## src/rtl/fle_fabric_regbank.sv

```systemverilog
// fle_fabric_regbank: registered-output stage of the fracturable logic element
// fabric. Each channel either registers its frac-logic output or bypasses it
// straight to fabric_out; a serial configuration chain holds per-channel
// output-select and reset-value bits, and all channel FFs form one scan chain.
//
// Optional feature: define FLE_FABRIC_CFG_CHECK_EN to add a shift-length
// checker on the configuration window (cfg_done / cfg_err ports).
module fle_fabric_regbank #(
  parameter int NUM_CH = 2
) (
  input  logic              fabric_clk,
  input  logic              pReset,
  input  logic              config_enable,
  input  logic              ccff_head,
  output logic              ccff_tail,
  input  logic              Test_en,
  input  logic              fabric_sc_in,
  output logic              fabric_sc_out,
  input  logic              fabric_reset,
  input  logic              fabric_ce,
  input  logic [NUM_CH-1:0] fabric_d,
`ifdef FLE_FABRIC_CFG_CHECK_EN
  output logic              cfg_done,
  output logic              cfg_err,
`endif
  output logic [NUM_CH-1:0] fabric_out
);

  localparam int CHAIN_LEN = 2 * NUM_CH;

  logic [CHAIN_LEN-1:0] cfg;
  logic [NUM_CH-1:0]    ff;
  logic [NUM_CH-1:0]    out_sel;
  logic [NUM_CH-1:0]    rst_val;
  logic [NUM_CH-1:0]    scan_next;

  // Unpack the interleaved config bits and form the scan-shifted FF vector
  always_comb begin
    out_sel   = '0;
    rst_val   = '0;
    scan_next = '0;
    for (int c = 0; c < NUM_CH; c++) begin
      out_sel[c] = cfg[2*c];
      rst_val[c] = cfg[2*c+1];
    end
    scan_next[0] = fabric_sc_in;
    for (int c = 1; c < NUM_CH; c++) begin
      scan_next[c] = ff[c-1];
    end
  end

  // Configuration chain: shifts toward the tail only while config_enable is high
  always_ff @(posedge fabric_clk or negedge pReset) begin
    if (!pReset) begin
      cfg <= '0;
    end else if (config_enable) begin
      cfg <= {cfg[CHAIN_LEN-2:0], ccff_head};
    end
  end

  // Channel FFs: configuration freezes them, then scan, user reset, clock enable
  always_ff @(posedge fabric_clk or negedge pReset) begin
    if (!pReset) begin
      ff <= '0;
    end else if (!config_enable) begin
      if (Test_en) begin
        ff <= scan_next;
      end else if (fabric_reset) begin
        ff <= rst_val;
      end else if (fabric_ce) begin
        ff <= fabric_d;
      end
    end
  end

  assign ccff_tail     = cfg[CHAIN_LEN-1];
  assign fabric_sc_out = ff[NUM_CH-1];

  // Output mux; gated to zero during reset and while the config is being loaded
  // so the crossbar never sees half-shifted selects
  always_comb begin
    fabric_out = '0;
    if (pReset && !config_enable) begin
      fabric_out = (out_sel & ff) | (~out_sel & fabric_d);
    end
  end

`ifdef FLE_FABRIC_CFG_CHECK_EN
  localparam int CNT_W = $clog2(CHAIN_LEN + 2);
  localparam logic [CNT_W-1:0] CNT_FULL = CNT_W'(CHAIN_LEN);
  localparam logic [CNT_W-1:0] CNT_SAT  = CNT_W'(CHAIN_LEN + 1);

  // Saturating increment: any window longer than the chain reads as CHAIN_LEN+1
  function automatic logic [CNT_W-1:0] sat_inc(input logic [CNT_W-1:0] v);
    return (v == CNT_SAT) ? v : v + CNT_W'(1);
  endfunction

  logic             cfg_en_q;
  logic [CNT_W-1:0] cnt;

  // Window length checker; the opening shift cycle counts as the first shift
  always_ff @(posedge fabric_clk or negedge pReset) begin
    if (!pReset) begin
      cfg_en_q <= 1'b0;
      cnt      <= '0;
      cfg_done <= 1'b0;
      cfg_err  <= 1'b0;
    end else begin
      cfg_en_q <= config_enable;
      if (config_enable && !cfg_en_q) begin
        cnt      <= CNT_W'(1);
        cfg_done <= 1'b0;
        cfg_err  <= 1'b0;
      end else if (config_enable) begin
        cnt <= sat_inc(cnt);
      end else if (cfg_en_q) begin
        cfg_done <= (cnt == CNT_FULL);
        cfg_err  <= (cnt != CNT_FULL);
      end
    end
  end
`endif

endmodule

```

## config.mk

```make
export PLATFORM = sky130hd
export DESIGN_NAME = fle_fabric_regbank
export DESIGN_NICKNAME = d
export VERILOG_FILES = /design/src/rtl/fle_fabric_regbank.sv
export SDC_FILE = /design/constraint.sdc
export NUM_CORES = 1
export LEC_CHECK = 0
export CORE_AREA = 2 2 39 41
export CTS_CLUSTER_DIAMETER = 50
export DETAILED_ROUTE_END_ITERATION = 12
export DIE_AREA = 0 0 41 43
export HOLD_SLACK_MARGIN = 0.08
export PLACE_DENSITY_LB_ADDON = 0.15
export SLEW_MARGIN = 20
export SYNTH_ARGS = -nofsm -noshare
export SYNTH_HDL_FRONTEND = slang
export SYNTH_SLANG_ARGS = --single-unit
export TNS_END_PERCENT = 30
```

## constraint.sdc

```tcl
create_clock -name fabric_clk -period 1.5 [get_ports fabric_clk]
set_input_delay 0.3 -clock fabric_clk [delete_from_list [all_inputs] [get_ports fabric_clk]]
set_output_delay 0.3 -clock fabric_clk [all_outputs]
set_load 0.005 [all_outputs]
```

==> results of run 1 <==
sequential cells by signal, summed over array words and instances, names as in the netlist:
signal	cells
ff	2
cfg	4
worst max-delay path by stage:
stage,startpoint,endpoint,cells past startpoint
finish,fabric_d[1],fabric_out[1],4
global route,fabric_d[1],fabric_out[1],4
CTS,fabric_d[1],fabric_out[1],4
detailed placement,config_enable,fabric_out[0],4
global placement,pReset,fabric_out[0],4
floorplan,config_enable,fabric_out[0],3
placed cells by master, fill, tap and decap left out, drive strengths merged:
| master | n |
|---|---|
| buf | 4 |
| clkbuf | 4 |
| clkdlybuf4s15 | 1 |
| clkdlybuf4s50 | 9 |
| dfrtp | 6 |
| dlygate4sd2 | 2 |
| mux2 | 6 |
| mux2i | 4 |
| nand2b | 1 |
| nor2 | 2 |
| nor3 | 1 |
| o21ai | 2 |
| o31ai | 2 |
per-layer routing:
layer / wire, µm / vias up / GRT usage [%] / part of all wire (%)
met3: 65 / 0 / 4.71 / 8.7
li1: - / 130 / - / -
met4: 0 / 0 / 8.00 / 0
met2: 384 / 10 / 16.6 / 51
met1: 298 / 130 / 10.2 / 40
met5: 0 / - / 0 / 0
cell families after synthesis:
family,Yosys count
compound gates,4
flops,6
buf+inv,1
mux,10
simple gates,4
report_power, final:
group          total [W]  switching, W  internal (W)
Sequential      0.000212     0.0000214      0.000191
Clock           0.000146     0.0000554     0.0000903
Combinational   0.000125     0.0000398     0.0000851
Total           0.000483      0.000117      0.000366
synthesized netlist by cell type:
library cell,number
dfrtp_1,6
mux2_2,4
mux2i_1,4
mux2_1,2
nor2_1,2
o21ai_0,2
o31ai_1,2
buf_2,1
nand2b_1,1
nor3_1,1
stage by stage:
stage | TNS (ns) | utilization, % | setup slack [ns] | std cells
2_1_floorplan | 0 | - | 0.481 | 25
3_3_place_gp | -0.642 | 34.8 | -0.312 | 57
3_5_place_dp | -0.707 | 34.8 | -0.323 | 57
4_1_cts | 0 | 36.7 | 0.0352 | 60
5_1_grt | 0 | 36.4 | 0.00364 | 60
6_report | 0 | 36.4 | 0.0671 | 60
area by class of cell:
class / count / area share [%]
Multi-Input combinational cell: 18 / 31.5
Timing Repair Buffer: 17 / 30.3
Sequential cell: 6 / 29.8
Clock buffer: 3 / 4.47
Tap cell: 16 / 3.97
==> results.py, run 1 <==
metrics = {
    "critical_path": {
        "path_class": "in2out",
        "crit-reg2reg-capture": "ff[1]",
        "critPathBufInv": 2,
        "worst-r2r-cell-count": 3,
        "max_stage_delay_ns": 0.47,
        "worst_path_max_delay_cell": "clkdlybuf4s50_1",
        "rr_startpoint": "cfg[3]",
        "worst_setup_path_end_kind": "output port",
        "worstPathCellList": "clkdlybuf4s50_1, mux2i_1, nor2_1, clkdlybuf4s15_1",
        "path_max_fanout": 2,
        "critPathArrivalTime_ns": 1.13,
        "reg2reg_slack_ns": 0.48,
        "cp-start-kind": "input port",
        "crit_family": "buffers and inverters",
        "worstPathRequired_ns": 1.20,
    },
    "timing": {
        "finalCritPeriodShare_pct": 95.5,
        "worst_slew_margin_rel_pct": 87.2,
        "rsz0062_at_grt": "no",
        "skew_ns": 0.00227,
        "worst_pin_slew_ns": 0.190,
        "period_minus_slack_ns": 1.43,
        "drv_slew": 0,
        "setup_viol": 0,
        "fmax_mhz": 698,
        "hold_viol": 0,
        "hold_ws_ns": 0.170,
    },
    "synthesis": {
        "synth_top_area_share_pct": 49.0,
        "postSynthCellCount": 25,
        "synth_seq_cells": 6,
        "synth_largest_area_cell": "dfrtp_1",
        "synth_xor_area_share_pct": 0,
        "muxShareOfSynthArea_pct": 35.1,
        "netlist_area_um2": 307,
        "yosys_warnings": 0,
        "seq_area_frac_synth_pct": 49.0,
        "syn_nets": 35,
        "synth-adder-area-share_pct": 0,
        "ys_types": 10,
        "synth_top_family_by_area": "multiplexers",
        "post_synth.cell_area_avg_um2": 12.3,
        "synthSimpleGateAreaFrac_pct": 6.12,
        "ys_top_cells_by_area": "dfrtp_1, mux2_2, mux2i_1, mux2_1, o31ai_1",
        "synth-compound-area-share_pct": 8.16,
    },
    "grt": {
        "track_usage_pct": 10.6,
        "grt_antenna_before_repair": 0,
        "grt_pass1_wl_um": 1180,
        "first_global_vias": 300,
        "grt_max_degree": 9,
        "grt_overflow": 0,
    },
    "route": {
        "vias": 270,
        "postRouteAntennaNets": 0,
        "drc_errors": 0,
        "drt_iter0_drc": 4,
        "drt_first_pass_iters": 2,
        "wl_um": 749,
        "avgViaCountPerCell": 4.50,
        "wl_per_cell_um": 12.5,
    },
    "worst_hold_path": {
        "min_path_type": "in2async",
    },
    "power": {
        "vdd_drop_max_v": 0.000363,
        "p_total_w": 0.000483,
        "p_leak_nw": 0.225,
        "powerDensity_mw_per_mm2": 957,
    },
    "clock_tree": {
        "clock-root-buffer": "clkbuf_4",
        "cts_tree": "done",
        "cts.clk_slew.worst_paths_ns": 0.04,
        "clkLatencyLatePin_ns": 0.24,
        "holdBufCountCts": 0,
        "post_cts_buffers": 0,
        "clockBufferDepth": 2,
        "cts_resized": 6,
        "htreeDepth": 1,
        "clock-sinks": 6,
        "cts_buffers": 3,
    },
    "floorplan": {
        "placementRows": 14,
        "ioPinCount": 14,
        "die_w_um": 41,
        "initial_core_util_pct": 22.2,
        "fp.dieH_um": 43,
        "floorplan.die_area_mm2": 0.00176,
        "fp.coreArea_mm2": 0.00138,
    },
    "final_layout": {
        "antenna_cells": 0,
        "drive_above_1_share_pct": 29.5,
        "final_cell_area_um2": 504,
        "area_growth_syn_to_layout_pct": 64.5,
        "nNetsFinal": 56,
        "fillerInstances": 141,
        "multi_input_area_um2": 159,
        "regArea_um2": 150,
    },
    "placement": {
        "postPlaceCellArea_um2": 482,
        "dp_hpwl_um": 620,
        "numPortBuffers": 13,
        "gp_congestion": 0.683,
    },
    "outcome": {
        "status": "complete, no violations",
    },
    "flow_run": {
        "drv_cap": 0,
    },
}
No activity file was read; power rests on OpenSTA's default activity.
==> run 2, diff against run 1 <==
==> constraint.sdc (replaced) <==
create_clock -name fabric_clk -period 1.5 [get_ports fabric_clk]
set_input_delay 0.45 -clock fabric_clk [delete_from_list [all_inputs] [get_ports fabric_clk]]
set_output_delay 0.45 -clock fabric_clk [all_outputs]
set_load 0.02 [all_outputs]
==> run 2 against run 1 <==
The run now ends with negative setup slack left. Maximum frequency decreased by 5.3%. Non-clock buffer count increased by 4. Largest cell class is now buffers. Global-route usage decreased by 0.080 points. Critical path type is now reg2out. Die area unchanged.
==> results.py, run 2 (synthesized netlist as in run 1, its figures left out) <==
metrics = {
    "power": {
        "powerDensity_mw_per_mm2": 951,
        "p_leak_nw": 0.248,
        "p_int_w": 0.000386,
        "switching_share_pct": 27.5,
        "seq_power_share_pct": 39.7,
        "power_switching_w": 0.000146,
        "vdd_drop_max_v": 0.000385,
        "pwr-share-clk_pct": 26.7,
        "combinationalPowerShare_pct": 33.6,
    },
    "grt": {
        "grt_pass1_wl_um": 1190,
        "grt_overflow": 0,
        "track_usage_pct": 10.5,
        "grt_antenna_before_repair": 0,
        "grt_max_degree": 9,
        "first_global_vias": 327,
    },
    "placement": {
        "postPlaceCellArea_um2": 512,
        "gp_congestion": 0.660,
        "dp_cells": 61,
        "numPortBuffers": 13,
        "dp_hpwl_um": 612,
        "place_ws_ns": -0.723,
    },
    "final_layout": {
        "area_growth_syn_to_layout_pct": 82.4,
        "regArea_um2": 150,
        "nNetsFinal": 60,
        "antenna_cells": 0,
        "fillerInstances": 143,
        "drive_above_1_share_pct": 47.9,
        "final_cell_mix": "buf_4, dfrtp_1, clkdlybuf4s50_1",
        "fin_cells": 64,
        "reg_top3": "cfg: 4 flops, ff: 2 flops",
        "largest_register_ffs": 4,
        "regMostFlops": "cfg",
        "multi_input_area_um2": 181,
        "final_cell_area_um2": 559,
        "mostFrequentLayoutCell": "buf_4",
    },
    "route": {
        "vias": 279,
        "drc_errors": 0,
        "wl_met2_um": 396,
        "avgViaCountPerCell": 4.36,
        "wl_um": 740,
        "postRouteAntennaNets": 0,
        "wl_per_cell_um": 11.6,
        "route.met3.wl_um": 52,
        "top_layer": "met3",
        "drt_iter0_drc": 3,
        "routedLengthMet1_um": 291,
        "drt_first_pass_iters": 4,
    },
    "outcome": {
        "status": "complete, but fails checks",
        "failed_checks": "negative setup slack",
    },
    "critical_path": {
        "cp-start-kind": "flip-flop",
        "path_max_fanout": 2,
        "path_class": "reg2out",
        "worst_setup_path_end_kind": "output port",
        "worstPathRequired_ns": 1.05,
        "critPathArrivalTime_ns": 1.06,
        "reg2reg_slack_ns": 0.47,
    },
    "timing": {
        "setup_tns_ns": -0.0140,
        "skew_ns": 0.00216,
        "worst_slew_margin_rel_pct": 84.6,
        "drv_slew": 0,
        "hold_viol": 0,
        "period_minus_slack_ns": 1.51,
        "fmax_mhz": 661,
        "setup_viol": 2,
        "rsz0062_at_grt": "yes",
        "worst_pin_slew_ns": 0.227,
        "hold_ws_ns": 0.326,
        "fin_ws_ns": -0.0133,
        "finalCritPeriodShare_pct": 101,
    },
    "floorplan": {
        "floorplan.die_area_mm2": 0.00176,
        "initial_core_util_pct": 22.2,
        "placementRows": 14,
        "die_w_um": 41,
        "fp.coreArea_mm2": 0.00138,
        "ioPinCount": 14,
        "fp.dieH_um": 43,
    },
    "clock_tree": {
        "cts_tree": "done",
        "htreeDepth": 1,
        "cts_buffers": 3,
        "clkLatencyLatePin_ns": 0.24,
        "clockBufferDepth": 2,
        "post_cts_buffers": 0,
        "clock-root-buffer": "clkbuf_4",
        "cts.clk_slew.worst_paths_ns": 0.04,
        "clock-sinks": 6,
    },
    "worst_hold_path": {
        "min_path_type": "in2async",
    },
    "flow_run": {
        "drv_cap": 0,
    },
}
==> run 2: changes by cell type in the layout (fill, tap and decap cells not counted) <==
cell,before,now
buf_4,4,8
buf_6,0,2
clkdlybuf4s15_1,1,3
clkdlybuf4s50_1,9,5
mux2i_1,4,2
mux2i_2,0,2
nor2_1,2,0
nor2_4,0,2
==> run 2: power by group through the flow <==
stage | Clock, W | Sequential, W | Combinational [W]
final | 0.000142 | 0.000211 | 0.000179
after global routing | 0.000164 | 0.000215 | 0.000193
after CTS | 0.000152 | 0.000212 | 0.000184
after detailed placement | 0 | 0.000212 | 0.000174
after global placement | 0 | 0.000211 | 0.000172
after floorplan | 0 | 0.000224 | 0.0000574
==> run 2: metal layers <==
metal,up-vias,global-route usage [%]
met5,-,0
met4,0,4.00
met3,0,6.28
met2,10,18.1
met1,130,9.30
li1,139,-
==> run 2: final cells by class <==
cell class	instances	area share, %
well taps	16	3.58
clock buffers	3	4.03
multi-input cells	18	32.4
flip-flops and latches	6	26.8
repair buffers	21	33.1
==> run 2: metrics by stage <==
stage / power, W / utilization [%]
4_1_cts: 0.000548 / 40.7
6_report: 0.000532 / 40.4
5_1_grt: 0.000573 / 40.4
3_5_place_dp: 0.000386 / 37.0
2_1_floorplan: 0.000282 / -
3_3_place_gp: 0.000383 / 37.0
==> run 2: critical path: stages, from the launching register on <==
cell and delay (ns):
dfrtp_1 0.37, mux2i_2 0.28, nor2_4 0.05, buf_6 0.13
==> run 2: path summary, 6_finish.rpt <==
path	start	endpoint	cells after the start
max in group asynchronous	pReset	cfg[1]	2
hold / removal	pReset	ff[1]	2
setup reg to reg	cfg[1]	ff[0]	3
min in group fabric_clk	cfg[3]	cfg[3]	1
setup / recovery	cfg[0]	fabric_out[0]	3
hold reg to reg	cfg[3]	cfg[3]	1
==> run 2: what timing repair did <==
| action | CTS | global route |
|---|---|---|
| hold buffers | 0 | 0 |
| setup endpoints to repair | 4 | 3 |
| pin swaps | 2 | 2 |
| gates resized for setup | 28 | 2 |
